[src/rtl/load_store_unit.sv]
// Load/store initiator for a big-endian, word-wide data memory.
// Sub-word stores are performed as read-modify-write of the containing word.
module load_store_unit #(
    parameter int unsigned ADDR_LIMIT = 1024
) (
    input  logic        clk,
    input  logic        rst,
    input  logic        req_valid,
    output logic        req_ready,
    input  logic        req_we,
    input  logic [1:0]  req_size,
    input  logic        req_signed,
    input  logic [31:0] req_addr,
    input  logic [31:0] req_wdata,
    output logic        resp_valid,
    output logic [31:0] resp_rdata,
    output logic        resp_err,
    output logic        wr_mem,
    output logic        rd_mem,
    output logic [31:0] addr,
    output logic [31:0] wr_data,
    input  logic [31:0] rd_data
);

    typedef enum logic [2:0] {
        IDLE, RD, RDW, WR, ERR, RESP
    } state_t;

    state_t      state, state_n;
    logic        accept;
    logic        req_err;
    logic [31:0] req_waddr;

    logic        lat_we;
    logic        lat_signed;
    logic [1:0]  lat_size;
    logic [31:0] lat_addr;
    logic [15:0] lat_wdata;

    logic [7:0]  rd_byte;
    logic [15:0] rd_half;
    logic [31:0] load_val;
    logic [31:0] merged;

    logic        rd_mem_d, wr_mem_d, resp_valid_d, resp_err_d;
    logic [31:0] addr_d, wr_data_d, resp_rdata_d;

    assign req_ready = (state == IDLE) & ~rst;
    assign accept    = req_valid & req_ready;
    assign req_waddr = {req_addr[31:2], 2'b00};

    assign req_err = (req_size == 2'd3)
                   | ((req_size == 2'd1) & req_addr[0])
                   | ((req_size == 2'd2) & (|req_addr[1:0]))
                   | (req_waddr > 32'(ADDR_LIMIT - 4));

    always_ff @(posedge clk or posedge rst) begin
        if (rst) begin
            lat_we     <= 1'b0;
            lat_signed <= 1'b0;
            lat_size   <= 2'd0;
            lat_addr   <= 32'd0;
            lat_wdata  <= 16'd0;
        end else if (accept) begin
            lat_we     <= req_we;
            lat_signed <= req_signed;
            lat_size   <= req_size;
            lat_addr   <= req_addr;
            lat_wdata  <= req_wdata[15:0];
        end
    end

    always_ff @(posedge clk or posedge rst) begin
        if (rst) state <= IDLE;
        else     state <= state_n;
    end

    always_comb begin
        state_n = state;
        unique case (state)
            IDLE: begin
                if (accept) begin
                    if (req_err)
                        state_n = ERR;
                    else if (req_we && (req_size == 2'd2))
                        state_n = WR;
                    else
                        state_n = RD;
                end
            end
            RD:      state_n = RDW;
            RDW:     state_n = lat_we ? WR : RESP;
            WR:      state_n = RESP;
            ERR:     state_n = IDLE;
            RESP:    state_n = IDLE;
            default: state_n = IDLE;
        endcase
    end

    // Big-endian lane select: offset 0 is the most significant byte.
    always_comb begin
        rd_byte = 8'd0;
        unique case (lat_addr[1:0])
            2'd0: rd_byte = rd_data[31:24];
            2'd1: rd_byte = rd_data[23:16];
            2'd2: rd_byte = rd_data[15:8];
            2'd3: rd_byte = rd_data[7:0];
            default: rd_byte = 8'd0;
        endcase
        rd_half = lat_addr[1] ? rd_data[15:0] : rd_data[31:16];

        unique case (lat_size)
            2'd0:    load_val = {{24{lat_signed & rd_byte[7]}}, rd_byte};
            2'd1:    load_val = {{16{lat_signed & rd_half[15]}}, rd_half};
            default: load_val = rd_data;
        endcase

        merged = rd_data;
        if (lat_size == 2'd0) begin
            unique case (lat_addr[1:0])
                2'd0: merged[31:24] = lat_wdata[7:0];
                2'd1: merged[23:16] = lat_wdata[7:0];
                2'd2: merged[15:8]  = lat_wdata[7:0];
                2'd3: merged[7:0]   = lat_wdata[7:0];
                default: merged = rd_data;
            endcase
        end else if (lat_addr[1]) begin
            merged[15:0] = lat_wdata;
        end else begin
            merged[31:16] = lat_wdata;
        end
    end

    // Outputs are computed for the upcoming state and registered.
    always_comb begin
        rd_mem_d     = (state_n == RD);
        wr_mem_d     = (state_n == WR);
        addr_d       = 32'd0;
        wr_data_d    = 32'd0;
        resp_valid_d = (state_n == RESP) || (state_n == ERR);
        resp_err_d   = (state_n == ERR);
        resp_rdata_d = 32'd0;
        if (rd_mem_d || wr_mem_d)
            addr_d = (state == IDLE) ? req_waddr
                                     : {lat_addr[31:2], 2'b00};
        if (wr_mem_d)
            wr_data_d = (state == IDLE) ? req_wdata : merged;
        if ((state_n == RESP) && (state == RDW) && !lat_we)
            resp_rdata_d = load_val;
    end

    always_ff @(posedge clk or posedge rst) begin
        if (rst) begin
            rd_mem     <= 1'b0;
            wr_mem     <= 1'b0;
            addr       <= 32'd0;
            wr_data    <= 32'd0;
            resp_valid <= 1'b0;
            resp_err   <= 1'b0;
            resp_rdata <= 32'd0;
        end else begin
            rd_mem     <= rd_mem_d;
            wr_mem     <= wr_mem_d;
            addr       <= addr_d;
            wr_data    <= wr_data_d;
            resp_valid <= resp_valid_d;
            resp_err   <= resp_err_d;
            resp_rdata <= resp_rdata_d;
        end
    end

endmodule

[config.mk]
export PLATFORM = sky130hd
export DESIGN_NAME = load_store_unit
export DESIGN_NICKNAME = d
export VERILOG_FILES = /design/src/rtl/load_store_unit.sv
export SDC_FILE = /design/constraint.sdc
export NUM_CORES = 1
export LEC_CHECK = 0
export ABC_AREA = 1
export BUFFER_PORTS_ARGS = -buffer_cell sky130_fd_sc_hd__buf_2
export CELL_PAD_IN_SITES_DETAIL_PLACEMENT = 0
export CELL_PAD_IN_SITES_GLOBAL_PLACEMENT = 1
export CORE_MARGIN = 10
export CORE_UTILIZATION = 41
export CTS_CLUSTER_DIAMETER = 60
export CTS_CLUSTER_SIZE = 12
export DETAILED_ROUTE_END_ITERATION = 12
export HOLD_SLACK_MARGIN = 0.03
export PLACE_DENSITY_LB_ADDON = 0.25
export SLEW_MARGIN = 20
export SYNTH_ARGS = -nofsm -noshare
export SYNTH_HDL_FRONTEND = slang
export SYNTH_SLANG_ARGS = --single-unit
[constraint.sdc]
create_clock -name clk -period 11.53 [get_ports clk]
set_input_delay 1.7295 -clock clk [delete_from_list [all_inputs] [get_ports clk]]
set_output_delay 1.7295 -clock clk [all_outputs]
set_load 0.01 [all_outputs]
==> summary.md <==
| Metric | Value |
|---|---|
| Most common flop cell mapped by yosys | `dfrtp_1` |
| Most frequent cells in the layout | `buf_2 (201), o21ai_0 (189), dfrtp_1 (153)` |
| Pre-CTS WS | `6.89 ns` |
| Seq pwr share | `0.421` |
| Slew Limit Fails | `0` |
| CTS resizes | `0` |
| Slowest CP cell | `nand3_2` |
| Sw frac | `0.316` |
| WP data arrival | `4.41 ns` |
| Clk pwr share | `0.395` |
| Clock Tree Root | `clkbuf_16` |
| Hold Path End | `lat_addr[2]` |
| Placed cell count | `1316` |
| Syn_area_per_cell | `8.01 µm²` |
| Placer Congestion | `0.865` |
| Period minus WS final | `4.09 ns` |
| Clock Skew | `0.0153 ns` |
| Int Power | `0.948 mW` |
| Period utilisation layout | `0.354` |
| Adder-Cell Fraction of Synth Area | `0` |
| Switch Pwr | `0.439 mW` |
| Finish-stage setup viols | `0` |
| CTS max path bufs | `2` |
| Fin. Hold Viols | `0` |
| Nets | `1209` |
| Die Footprint | `24200 µm²` |
| Slew headroom | `0.313` |
| Critical Path Max Stage Delay | `0.84 ns` |
| Logic pwr share | `0.184` |
| Latest clock arrival within the worst-skew pair | `0.43 ns` |
| Htree depth | `4` |
| Ys async rst share | `1.00` |
| Vias in the first global route | `6876` |
| Crit Path Max Fanout | `77` |
| Register area | `3830 µm²` |
| DR vias/cell | `5.13` |
| Static Leakage | `4.85 nW` |
| Final core utilization | `0.507` |
| Share of post-route cells with drive strength above 1 | `0.256` |
| Starting Density | `0.418` |
| Fin cells | `1351` |
| CP Launch Type | `primary input` |
| Status | `complete, no violations` |
| Total track usage | `0.197` |
| Register area share after synthesis | `0.508` |
| Fmax | `0.245 GHz` |
| Reg-to-reg endpoint | `addr[31]` |
| Post-route cell area | `9140 µm²` |
| I/O Pins | `204` |
| Routed wire length per instance | `17.8 µm` |
| Initial antenna violation count | `5` |
| Slew @ Worst Pin | `1.03 ns` |
| R2r startpoint | `state[1]` |
| Area delta synth->final | `21.4%` |
| Post-CTS Hold Fix Bufs | `0` |
| CP Buf/Inv Count | `3` |
| Cell Area, Synth | `7530 µm²` |
| First-pass GRT wire length | `37700 µm` |
| Placed Area | `8560 µm²` |
| Critical path class | `primary input to register` |
| Area of the multi-input gates | `2960 µm²` |
| Hold path start | `lat_addr[2]` |
| Flops & latches, synth | `153` |
| Drt total wl | `24000 µm` |
| Main combinational cell family by area after synthesis | `compound AO/OA/AOI/OAI gates` |
| Reg2reg setup slack | `7.93 ns` |
| Post-route antenna net violation count | `0` |
| Worst hold path type | `register to register` |
| Power Dens Cells | `152 nW/µm²` |
| Synth Area in Compound Gates | `0.204` |
| Gr ovfl total | `0` |
| EDFF count, synth | `0` |
| Crit-path cells | `buf_2 -> nor2_4 -> nand2_2 -> buf_4 -> inv_2 -> o21ai_1 -> nand3_2 -> nor2_1` |
| Dpl hpwl | `17000 µm` |
| Synth cell types | `31` |
| Die height | `156 µm` |
| Peak VDD IR | `0.000120 V` |
| Post-CTS setup buffers | `0` |
| CP Data Required Time | `11.85 ns` |
| Largest net degree at the start of global routing | `101` |
| Worst hold stages | `2` |
| Clock-pin transition on the worst setup and hold timing paths | `0.07 ns` |
| Top cell family by delay on the critical path | `simple AND/OR/NAND/NOR gates` |
| FILL cells | `1852` |
| Width of the die | `156 µm` |
| Max-Cap Viols | `0` |
| CTS sink cnt | `153` |
| Core footprint | `18000 µm²` |
| Routed vias | `6934` |
| Worst reg2reg path depth | `10` |
| CTS tree | `yes` |
| Final worst slack | `7.44 ns` |
| Setup total negative slack | `0 ns` |
| XOR/XNOR share of the synthesized area | `0` |
| RSZ-0062 raised after global routing | `no` |
| Standard-cell rows | `49` |
| Post-synthesis mux area share | `0` |
| Number of I/O port buffers | `201` |
| CP endpoint kind | `register` |
| DRT iter0 DRCs | `566` |
| Simple-gate area share of the yosys netlist | `0.188` |
| Cell count after synthesis | `941` |
| Leading cell type in the layout, fill and taps excluded | `buf_2` |
| Synth warn | `0` |
| Total CTS buffers | `17` |
| Drt first pass iters | `5` |
| Residual DRC | `0` |
## state kept, by name (all words and copies together), names as in the netlist
name	count
wr_data	32
resp_valid	1
addr	30
lat_addr	32
lat_we	1
state	3
resp_rdata	32
lat_wdata	16
rd_mem	1
wr_mem	1
resp_err	1
lat_size	2
lat_signed	1
## how the worst max path moves through the flow
| stage | from | slack [ns] | depth (start not counted) | end |
|---|---|---|---|---|
| floorplan | rst | 5.68 | 1 | addr[10] |
| global placement | rst | 7.01 | 8 | addr[31] |
| detailed placement | rst | 6.89 | 8 | addr[31] |
| CTS | rst | 7.39 | 8 | addr[31] |
| global route | rst | 7.12 | 8 | addr[31] |
| finish | rst | 7.44 | 8 | addr[31] |
## power by group through the flow
stage               sequential, mW  clock [mW]  combinational [mW]
finish                       0.584       0.547               0.256
global route                 0.587       0.585               0.293
CTS                          0.583       0.559               0.257
detailed placement           0.593           0               0.256
global placement             0.593           0               0.254
floorplan                    0.588           0               0.185
## stage by stage
| step | hold slack [ns] | power, mW |
|---|---|---|
| floorplan | 0.453 | 0.772 |
| global placement | 0.466 | 0.846 |
| detailed placement | 0.474 | 0.849 |
| CTS | 0.491 | 1.40 |
| global route | 0.506 | 1.46 |
| finish | 0.485 | 1.39 |
## per-layer routing
metal  wire length (µm)  part of all wire  vias to the layer above  GRT usage
met4                537             0.022                        6     0.0673
met2              11800              0.49                      202      0.322
met3               1620             0.067                       41     0.0631
li1                   -                 -                     3402          -
met1              10000              0.42                     3283      0.239
met5                 46            0.0019                        -          0
## cell type report
class,instances,share of cell area
diodes,3,0.000821
flip-flops and latches,153,0.419
clock inverters,14,0.0156
well taps,229,0.0313
repair buffers,209,0.117
clock buffers,18,0.0469
inverters,111,0.0461
multi-input cells,614,0.324
## Yosys cell counts, types with 8 or more instances
library cell	count	share of area
o22ai_1	14	0.012
inv_1	106	0.053
nand3_1	32	0.021
nand2_1	141	0.070
o21ai_0	189	0.13
o211ai_1	12	0.012
clkbuf_1	29	0.014
dfrtp_1	153	0.51
nor2_1	119	0.059
buf_2	22	0.015
a21oi_1	32	0.021
nor2_2	31	0.026
o2111ai_1	8	0.0093
## worst reg2reg max path: stages, from the launching register on
cell and delay (ns):
dfrtp_1 0.41, inv_2 0.11, nand3_4 0.47, nor2_4 0.27, nand2_2 0.05, buf_4 0.33, inv_2 0.46, nand2_1 0.13
o21ai_2 0.11, nand3_2 0.80, nor2_1 0.35
## kinds of logic after synthesis
logic type             after synthesis
other                                1
and+or+nand+nor                    332
buffers and inverters              175
AOI/OAI and AO/OA                  280
DFF                                153
Power figures use the tool's default switching activity.
